==> src/rtl/mult_result_tx.sv <==
// mult_result_tx: serialises each multiplier product over an SPI mode-0 link.
// A done strobe in IDLE captures res and starts a frame of 2*WIDTH bits, MSB
// first, with CLK_DIV clk cycles per SCLK half-period. A done strobe that
// arrives mid-frame is dropped and latched in the sticky overrun flag.
module mult_result_tx #(
  parameter int WIDTH   = 4,
  parameter int CLK_DIV = 2
) (
  input  logic               clk,
  input  logic               rst_n,
  input  logic [2*WIDTH-1:0] res,
  input  logic               done,
  input  logic               clr_ovr,
  output logic               sclk,
  output logic               cs_n,
  output logic               mosi,
  output logic               busy,
  output logic               tx_done,
  output logic               overrun
);

  localparam int RW    = 2 * WIDTH;
  localparam int DIV_W = (CLK_DIV > 1) ? $clog2(CLK_DIV) : 1;
  localparam int BIT_W = $clog2(RW);

  localparam logic [DIV_W-1:0] DIV_LAST = DIV_W'(CLK_DIV - 1);
  localparam logic [BIT_W-1:0] BIT_LAST = BIT_W'(RW - 1);

  typedef enum logic {
    IDLE  = 1'b0,
    SHIFT = 1'b1
  } state_t;

  state_t            state_q;
  logic [RW-1:0]     sr_q;
  logic [DIV_W-1:0]  div_q;
  logic [BIT_W-1:0]  bit_q;
  logic              sclk_q;
  logic              cs_n_q;
  logic              busy_q;
  logic              tx_done_q;
  logic              overrun_q;

  logic              div_end;
  logic              last_bit;
  logic              ovr_evt;
  logic              overrun_d;
  logic [RW-1:0]     sr_shift_d;

  // Half-period / last-bit detection, overrun next state and the shifted word.
  always_comb begin
    div_end    = (div_q == DIV_LAST);
    last_bit   = (bit_q == BIT_LAST);
    // A strobe in IDLE (including the tx_done cycle) is a new frame, not a drop.
    ovr_evt    = done && (state_q == SHIFT);
    // A new drop wins over a simultaneous clear.
    overrun_d  = ovr_evt || (overrun_q && !clr_ovr);
    sr_shift_d = {sr_q[RW-2:0], 1'b0};
  end

  // Frame FSM: divider, SCLK generation, shifting, framing and the overrun flag.
  always_ff @(posedge clk) begin
    if (!rst_n) begin
      state_q   <= IDLE;
      sr_q      <= '0;
      div_q     <= '0;
      bit_q     <= '0;
      sclk_q    <= 1'b0;
      cs_n_q    <= 1'b1;
      busy_q    <= 1'b0;
      tx_done_q <= 1'b0;
      overrun_q <= 1'b0;
    end else begin
      tx_done_q <= 1'b0;
      overrun_q <= overrun_d;
      case (state_q)
        IDLE: begin
          if (done) begin
            state_q <= SHIFT;
            sr_q    <= res;
            div_q   <= '0;
            bit_q   <= '0;
            sclk_q  <= 1'b0;
            cs_n_q  <= 1'b0;
            busy_q  <= 1'b1;
          end
        end
        SHIFT: begin
          if (!div_end) begin
            div_q <= div_q + DIV_W'(1);
          end else begin
            div_q <= '0;
            if (!sclk_q) begin
              // Rising edge: data holds so the receiver samples a settled bit.
              sclk_q <= 1'b1;
            end else if (last_bit) begin
              // Final falling edge closes the frame; clearing sr_q idles mosi low.
              state_q   <= IDLE;
              sclk_q    <= 1'b0;
              cs_n_q    <= 1'b1;
              busy_q    <= 1'b0;
              tx_done_q <= 1'b1;
              sr_q      <= '0;
            end else begin
              sclk_q <= 1'b0;
              sr_q   <= sr_shift_d;
              bit_q  <= bit_q + BIT_W'(1);
            end
          end
        end
        default: state_q <= IDLE;
      endcase
    end
  end

  // mosi is the MSB of the shift register, so it moves only when sr_q does.
  assign mosi    = sr_q[RW-1];
  assign sclk    = sclk_q;
  assign cs_n    = cs_n_q;
  assign busy    = busy_q;
  assign tx_done = tx_done_q;
  assign overrun = overrun_q;

endmodule

==> config.mk <==
export PLATFORM = sky130hd
export DESIGN_NAME = mult_result_tx
export DESIGN_NICKNAME = d
export VERILOG_FILES = /design/src/rtl/mult_result_tx.sv
export SDC_FILE = /design/constraint.sdc
export NUM_CORES = 1
export LEC_CHECK = 0
export ABC_AREA = 1
export BUFFER_PORTS_ARGS = -buffer_cell sky130_fd_sc_hd__buf_2
export CAP_MARGIN = 20
export CORE_MARGIN = 1
export CORE_UTILIZATION = 56
export DETAILED_ROUTE_END_ITERATION = 7
export GPL_ROUTABILITY_DRIVEN = 0
export HOLD_SLACK_MARGIN = 0.02
export PLACE_DENSITY_LB_ADDON = 0.1
export SYNTH_ARGS = -nofsm -noshare
export SYNTH_HDL_FRONTEND = slang
export SYNTH_SLANG_ARGS = --single-unit
export TNS_END_PERCENT = 50
==> constraint.sdc <==
create_clock -name clk -period 3.32 [get_ports clk]
set_input_delay 0.498 -clock clk [delete_from_list [all_inputs] [get_ports clk]]
set_output_delay 0.498 -clock clk [all_outputs]
set_load 0.01 [all_outputs]
* Yosys cells after proc, flatten, opt, wreduce, memory -nomap -nowiden
Cells that the tools add are included.
Operators by class: equality and inequality tests 6, reduce and logical (&&, ||, !) cells 9, multiplexer cells 31, bitwise gates (word level) 1, add/sub/neg operators 2
Operator list (number):
- $mux W8 | 4
- $mux W1 | 16
- $pmux W8 S2 | 1
- $mux W3 | 4
- $reduce_and A4 Y1 | 3
- $pmux W1 S2 | 5
- $ne A2 B1 Y1 const B | 3
- $pmux W3 S2 | 1
- $ne A2 B2 Y1 const B | 2
- $add A3 B1 Y3 const B | 1
- $eq A3 B3 Y1 const B | 1
- $reduce_and A3 Y1 | 1
- $logic_and A1 B1 Y1 | 2
- $reduce_and A2 Y1 | 1
- $add A1 B1 Y1 const B | 1
- $logic_not A1 Y1 | 1
- $logic_or A1 B1 Y1 | 1
- $not A1 Y1 | 1
Word-level totals: output and inout bits 6, logic and storage cells 58, input bits 12, register bits 18

* Longest topological paths before layout
Gate-level depths: netlist (run 1).
depth after elaboration 5, depth in mapped cells 8, depth with buffers taken out 8

* Worst setup path after synthesis (run 1)
Ideal clock, no wire load.
path type reg-to-reg, start reg bit_q[0], end reg bit_q[1], stages on the path, launching flop included 9, library setup time 0.113 ns, data required time 3.207 ns, setup slack 2.116 ns, period minus slack after synthesis 1.204 ns, buffers on the path 0, arrival 1.091 ns, path through dfxtp_1 > ha_1 > ha_1 > inv_1 > a21oi_1 > nor2_2 > nand2_1 > nand2_1 > nor2_1
On the way: cells in the longest elaborated chain, start to end 5, elaborated cells on any way between the ends 8, those cells by class 1 x add/sub; 2 x eq/ne; 4 x mux; 1 x reduce/logical
RTL lines:
- start, declared | RTL line 37 | logic [BIT_W-1:0] bit_q;
- start signal, assigned | RTL line 107 | bit_q <= bit_q + BIT_W'(1);
- $add A3 B1 Y3 | RTL line 107
- $mux W3 | RTL line 96 | end else if (last_bit) begin
- $mux W3 | RTL line 93 | if (!sclk_q) begin
- $mux W3 | RTL line 89 | if (!div_end) begin
- $pmux W3 S2 | RTL line 76 | case (state_q)
Several ways; a longest one is shown, not always the timed one. The select of a mux whose other input is x is not followed. A chain may end at the register's enable or synchronous reset.

* Worst setup path in the final report (run 1)
start reg state_q, end reg sr_q[1]
On the way: cells in the longest elaborated chain, start to end 3, elaborated cells on any way between the ends 6, those cells by class 3 x eq/ne; 1 x mux; 1 x bitwise; 1 x reduce/logical
RTL lines:
- start, declared | RTL line 34 | state_t state_q;
- start signal, assigned | RTL line 64 | state_q <= IDLE;
- start signal, assigned | RTL line 79 | state_q <= SHIFT;
- start signal, assigned | RTL line 98 | state_q <= IDLE;
- $not A1 Y1
- $ne A2 B2 Y1 (no source line)
- $reduce_and A3 Y1 (no source line)
- end signal, assigned | RTL line 80 | sr_q <= res;
- end signal, assigned | RTL line 106 | sr_q <= sr_shift_d;
- end, declared | RTL line 35 | logic [RW-1:0] sr_q;
Several ways; a longest one is shown, not always the timed one.

==> results.md, run 1 <==
- Run status: finished clean
- Required arrival time at the worst endpoint: 3.54 ns
- Number of antenna violations at the first check in global routing: 0
- Port bufs: 17
- Final critical-path required period: between 1 and 1.5 ns
- I/O pin count: 18
- Post-CTS setup buffers: 0
- Number of global-route vias before repair: between 600 and 700
- Sink Count: 18
- Pre-CTS setup slack: about 1.9 ns
- Clock tree from TritonCTS: yes
- Effective utilization at floorplan: 0.6026
- Origin of the critical flop-to-flop path: state_q
- Power density over cell area: ~450 nW/µm²
- Max-cap violations: 0
- Sw frac: 0.2748
- Largest cells by area after synthesis: sky130_fd_sc_hd__dfxtp_1, sky130_fd_sc_hd__nand2_1, sky130_fd_sc_hd__nor2_1
- Global-route track usage on met1: 0.2788
- Top cell type's share of synthesized area: 0.3924
- Sum of routed wire length over all layers: about 1.6 mm
- Min-Delay Path Class: in2reg
- Startpoint type of the worst setup path: flip-flop
- Net count after synthesis: 145
- Via count: between 800 and 900
- Wire per inst: around 10 µm
- Die extent in x: approximately 42 µm
- Maximum clock frequency: approximately 0.67 GHz
- Detailed Route Iter0 Violations: 22
- Internal power component: 0.0003293 W
- Maximum fanout count along the critical path: 13
- Critical Path Start: state_q
- Number of hold-slack violations in the final timing report: 0
- Number of optimization iterations in the first detailed-route pass: 4
- Leading cell type in the layout, fill and taps excluded: sky130_fd_sc_hd__nand2_1
- Die Span Y: ~42 µm
- Final setup viols: 0
- First-pass GRT wire length: 2.766 mm
- Count of placed standard cells including taps: between 150 and 200
- TritonCTS Buffers: 3
- Fraction of power consumed by the clock network: 0.291
- Per-cell via count in the routed design: between 5 and 6
- Latest clock arrival within the worst-skew pair: approximately 0.28 ns
- Filler Cell Count: roughly 140
- Die area: about 1800 µm²
- Cell area after synthesis: between 900 and 1000 µm²
- Fin cells: between 150 and 200
- Hold depth: 4
- Clock slew at reported path FFs: around 0.1 ns
- Leading cell types in the layout, fill and taps excluded: sky130_fd_sc_hd__nand2_1, sky130_fd_sc_hd__nor2_1, sky130_fd_sc_hd__dfxtp_1, sky130_fd_sc_hd__buf_2, sky130_fd_sc_hd__inv_1
- Number of library cell types mapped by synthesis: 21
- Worst hold slack: around 0.45 ns
- Proportion of synthesized chip area in sequential cells: 0.3924
- Area Growth Syn to Fin: 10.90%
- Met2 global-route usage: 0.3077
- Highest-utilization routing layer at the global route stage: met2
- Power spent charging and discharging nets: roughly 0.00012 W
- Max VDD drop: ~250 µV
- Number of nets at the end of the flow: roughly 160
- Remaining global-route overflow: 0
- Register-to-Register Path Depth: 6
- Buffer cell driving the clock tree root: sky130_fd_sc_hd__clkbuf_4
- Headroom to the max-slew limit: 0.6903
- Count of cells resized by post-cts repair: 0
- Data arrival time of the worst path: about 1.7 ns
- Setup total negative slack: 0 ns
- Hold path startpoint: clr_ovr
- Row Count: 14
- H-tree Lvls: 1
- Combinational share of power: 0.175
- Portion of total power attributed to sequential cells: 0.534
- Critical path class: reg2reg
- Leak Pwr: around 0.52 nW
- Yosys warning count: 0
- Critical path endpoint category: flip-flop
- Layout Cell Area excl Fill: between 1000 and 1500 µm²
- Worst-case clock buffer depth: 2
- Antenna diode instance count: 0
- Met3 Usage GRT: 0.03017
- Library cell occupying the most area in the post-synthesis netlist: sky130_fd_sc_hd__dfxtp_1
- Final clock period utilization by the worst path: 0.4504
- Number of flip-flops and latches in the synthesized netlist: 18
- RSZ-0062 raised after global routing: no
- Average instance area after synthesis: about 7 µm²
- Post-synthesis instance total: 130
- Largest net degree at the start of global routing: 15
- Worst Skew: 0.001100 ns
- Layout cells sized above 1: 0.2245
- Area of placed instances: slightly below 1000 µm²
- Number of pins exceeding their max-slew limit in the final report: 0
- Area of the core: approximately 1500 µm²
- Number of routed nets with antenna violations: 0
- Actual slew at the worst max-slew pin: approximately 0.46 ns
- HPWL Detailed: 1.229 mm
- DRC violation count after routing: 0
- Total of hold buffers inserted after clock tree synthesis: 0
- Tot GR Track Use: 0.2018
- Final critical-path setup slack: between 1.5 and 2 ns
per-layer routing:
metal | vias to the layer above | part of all wire
met5 | - | 0
met4 | 0 | 0.014
met3 | 4 | 0.042
met2 | 19 | 0.45
met1 | 354 | 0.50
li1 | 441 | -
through the flow:
stage / utilization / power, W
floorplan: - / 0.0003109
global placement: 0.6445 / 0.0003249
detailed placement: 0.6445 / 0.0003272
CTS: 0.6683 / 0.0004599
global route: 0.6683 / 0.0004798
finish: 0.6683 / 0.0004541
area by class of cell:
| class | instances | area, µm² | share of cell area |
|---|---|---|---|
| Multi-Input combinational cell | 93 | 460.4 | 0.4521 |
| Sequential cell | 18 | 360.3 | 0.3538 |
| Timing Repair Buffer | 17 | 85.08 | 0.08354 |
| Inverter | 15 | 56.30 | 0.05528 |
| Clock buffer | 4 | 36.28 | 0.03563 |
| Tap cell | 16 | 20.02 | 0.01966 |
path summary, 6_finish.rpt:
kind / endpoint / slack [ns]
setup / recovery: sr_q[1] / 1.82
hold / removal: overrun / 0.45
setup reg to reg: sr_q[1] / 1.82
hold reg to reg: cs_n / 0.46
state kept, by name (all words and copies together) (netlist names):
signal	flops
sr_q	8
tx_done	1
div_end	1
state_q	1
sclk	1
overrun	1
cs_n	1
bit_q	3
busy	1
cell usage after synthesis:
library cell               instances
sky130_fd_sc_hd__nor3_1            1
sky130_fd_sc_hd__nand3_1           6
sky130_fd_sc_hd__inv_2             1
sky130_fd_sc_hd__nor2_1           18
sky130_fd_sc_hd__a211oi_1          1
sky130_fd_sc_hd__a21oi_1           6
sky130_fd_sc_hd__buf_6             1
sky130_fd_sc_hd__nor2_2            1
sky130_fd_sc_hd__nand2_2           6
sky130_fd_sc_hd__buf_8             1
sky130_fd_sc_hd__inv_1            14
sky130_fd_sc_hd__a21oi_2           1
sky130_fd_sc_hd__a21o_1            1
sky130_fd_sc_hd__nand2_1          36
sky130_fd_sc_hd__nand2_4           3
sky130_fd_sc_hd__o21bai_1          1
sky130_fd_sc_hd__o21ai_0           8
sky130_fd_sc_hd__ha_1              3
sky130_fd_sc_hd__buf_4             2
sky130_fd_sc_hd__nor4_1            1
sky130_fd_sc_hd__dfxtp_1          18
kinds of logic (layout without fill, tap and decap cells):
logic type	count (synthesis)	in the layout	synth area share
buf+inv	19	36	0.1063
simple gates	72	72	0.3501
compound gates	18	18	0.1104
fa+ha+maj	3	3	0.04088
flops	18	18	0.3924
critical path: stages (launching register included):
cell and delay [ns]:
sky130_fd_sc_hd__dfxtp_1 0.62, sky130_fd_sc_hd__inv_2 0.21, sky130_fd_sc_hd__nand2_2 0.15, sky130_fd_sc_hd__nand2_4 0.08
sky130_fd_sc_hd__nand2_4 0.15, sky130_fd_sc_hd__o21ai_0 0.09, sky130_fd_sc_hd__nor2_1 0.12
power groups by stage:
stage | Combinational [W] | Sequential [W] | Clock, W
after floorplan | 0.0000656 | 0.000245 | 0
after global placement | 0.0000784 | 0.000246 | 0
after detailed placement | 0.0000795 | 0.000248 | 0
after CTS | 0.0000799 | 0.000243 | 0.000137
after global routing | 0.0000920 | 0.000245 | 0.000143
final | 0.0000795 | 0.000242 | 0.000132
(Power assumes the default switching activity.)
==> run 2: changes to the inputs <==
- CORE_UTILIZATION: 56 -> 47
- clock period: 3.32 -> 1.3 ns (I/O delays scaled with it)
==> results.md, run 2 (synthesis gave the netlist of run 1 again) <==
- Run status: finished clean (unchanged)
- Number of pins exceeding their max-slew limit in the final report: 0 (unchanged)
- Leading cell types in the layout, fill and taps excluded: sky130_fd_sc_hd__nand2_1, sky130_fd_sc_hd__nor2_1, sky130_fd_sc_hd__buf_2, sky130_fd_sc_hd__dfxtp_1, sky130_fd_sc_hd__inv_1 (was sky130_fd_sc_hd__nand2_1, sky130_fd_sc_hd__nor2_1, sky130_fd_sc_hd__dfxtp_1, sky130_fd_sc_hd__buf_2, sky130_fd_sc_hd__inv_1)
- Max-cap violations: 0 (unchanged)
- Row Count: 15 (was 14)
- Min-Delay Path Class: in2reg (unchanged)
- Register with the highest flop count: sr_q (unchanged)
- Die Span Y: 46.21 µm (was 42.50 µm)
- Largest net degree at the start of global routing: 14 (was 15)
- Final core utilization: 0.6189 (was 0.6683)
- Number of antenna violations at the first check in global routing: 0 (unchanged)
- Number of nets at the end of the flow: 168 (was 163)
- TritonCTS Buffers: 3 (unchanged)
- Detailed Route Iter0 Violations: 5 (was 22)
- Number of routed nets with antenna violations: 0 (unchanged)
- Area Growth Syn to Fin: 20.16% (was 10.90%)
- Max VDD drop: 668.3 µV (was 250.6 µV)
- Worst Skew: 0.004497 ns (was 0.001100 ns)
- Die extent in x: 46.21 µm (was 42.50 µm)
- Final critical-path required period: 1.264 ns (was 1.495 ns)
- Port bufs: 17 (unchanged)
- Final critical-path setup slack: 0.03597 ns (was 1.825 ns)
- Die area: 2135 µm² (was 1806 µm²)
- Number of optimization iterations in the first detailed-route pass: 4 (unchanged)
- Final setup viols: 0 (unchanged)
- Registers with the most flip-flops: sr_q (8), bit_q (3) (unchanged)
- Tot GR Track Use: 0.1984 (was 0.2018)
- Effective utilization at floorplan: 0.5151 (was 0.6026)
- H-tree Lvls: 1 (unchanged)
- Leading cell type in the layout, fill and taps excluded: sky130_fd_sc_hd__nand2_1 (unchanged)
- Latest clock arrival within the worst-skew pair: 0.30 ns (was 0.28 ns)
- Largest register FFs: 8 (unchanged)
- Final clock period utilization by the worst path: 0.9723 (was 0.4504)
- Buffer cell driving the clock tree root: sky130_fd_sc_hd__clkbuf_4 (unchanged)
- Wire per inst: 10.57 µm (was 10.00 µm)
- Clock tree from TritonCTS: yes (unchanged)
- Per-cell via count in the routed design: 4.689 (was 5.018)
- Actual slew at the worst max-slew pin: 0.1916 ns (was 0.4639 ns)
- Total of hold buffers inserted after clock tree synthesis: 0 (unchanged)
- Sum of routed wire length over all layers: 1.871 mm (was 1.630 mm)
- Worst-case clock buffer depth: 2 (unchanged)
- Startpoint type of the worst setup path: flip-flop (unchanged)
- Number of global-route vias before repair: 675 (was 676)
- Number of hold-slack violations in the final timing report: 0 (unchanged)
- Maximum fanout count along the critical path: 4 (was 13)
- Remaining global-route overflow: 0 (unchanged)
- Maximum clock frequency: 0.7911 GHz (was 0.6688 GHz)
- Critical path endpoint category: flip-flop (unchanged)
- I/O pin count: 18 (unchanged)
- Headroom to the max-slew limit: 0.8711 (was 0.6903)
- Pre-CTS setup slack: -0.06401 ns (was 1.856 ns)
- Clock slew at reported path FFs: 0.10 ns (about the same)
- First-pass GRT wire length: 2.932 mm (was 2.766 mm)
- Sink Count: 18 (unchanged)
- Tot Pwr: 0.001198 W (was 0.0004541 W)
- Critical path class: reg2reg (unchanged)
- Area of the core: 1783 µm² (was 1524 µm²)
- Power density over cell area: 1085 nW/µm² (was 445.8 nW/µm²)
- Via count: 830 (was 818)
- Layout cells sized above 1: 0.3026 (was 0.2245)
- DRC violation count after routing: 0 (unchanged)
- Required arrival time at the worst endpoint: 1.51 ns (was 3.54 ns)
- HPWL Detailed: 1.369 mm (was 1.229 mm)
- Data arrival time of the worst path: 1.47 ns (was 1.72 ns)
- Antenna diode instance count: 0 (unchanged)
- Leak Pwr: 0.5387 nW (was 0.5214 nW)
[run 2: cell count changes in the layout (fill, tap and decap cells not counted), moves of 2 or more]
cell                      before  now
sky130_fd_sc_hd__dfxtp_1      18   16
sky130_fd_sc_hd__ha_1          3    0
sky130_fd_sc_hd__ha_4          0    2
sky130_fd_sc_hd__o21ai_0       8    4
sky130_fd_sc_hd__buf_4         0    5
sky130_fd_sc_hd__dfxtp_2       0    2
sky130_fd_sc_hd__o21ai_1       0    4
[run 2: worst max-delay path: stages (launching register included)]
cell and delay [ns]:
sky130_fd_sc_hd__dfxtp_2 0.35, sky130_fd_sc_hd__ha_4 0.17, sky130_fd_sc_hd__ha_2 0.18, sky130_fd_sc_hd__inv_2 0.06, sky130_fd_sc_hd__a21oi_2 0.06, sky130_fd_sc_hd__nor2_2 0.16, sky130_fd_sc_hd__nand2_1 0.08, sky130_fd_sc_hd__nand2_1 0.06
sky130_fd_sc_hd__nor2_1 0.04
[run 2: per-stage QoR]
step,setup TNS (ns),instances,hold slack [ns],instance area [µm²]
finish,0,177,0.1284,1104
global route,-0.02826,177,0.1547,1104
CTS,0,177,0.1233,1081
detailed placement,-0.1665,172,0.4429,1023
global placement,0,172,0.4337,1023
floorplan,0,130,0.3179,918.4
[run 2: path summary, 6_finish.rpt]
kind,slack [ns],cells past startpoint,from,end
setup / recovery,0.04,8,bit_q[1],bit_q[1]
hold / removal,0.13,4,clr_ovr,overrun
setup reg to reg,0.04,8,bit_q[1],bit_q[1]
hold reg to reg,0.46,2,overrun,overrun
[run 2: power by group]
group | switching (W) | internal (W)
Clock | 0.000179 | 0.000171
Combinational | 0.000138 | 0.0000907
Sequential | 0.0000261 | 0.000592
[run 2: area by class of cell]
class / instances / area (µm²)
Timing Repair Buffer: 22 / 122.6
Inverter: 15 / 56.30
Sequential cell: 18 / 362.8
Tap cell: 25 / 31.28
Multi-Input combinational cell: 93 / 494.2
Fill cell: 162 / 679.4
Clock buffer: 4 / 36.28
[run 2: routing by layer]
layer,part of all wire,vias to the layer above,GRT usage
li1,-,449,-
met1,0.47,360,0.2376
met2,0.47,16,0.3211
met3,0.051,5,0.07451
met4,0.014,0,0.07059
met5,0,-,0
[run 2: timing repair]
item                       CTS  global route
pin swaps                    2             3
cloned                       0             0
setup endpoints to repair    8             9
buffers inserted             1             0
gates resized for setup      8             6
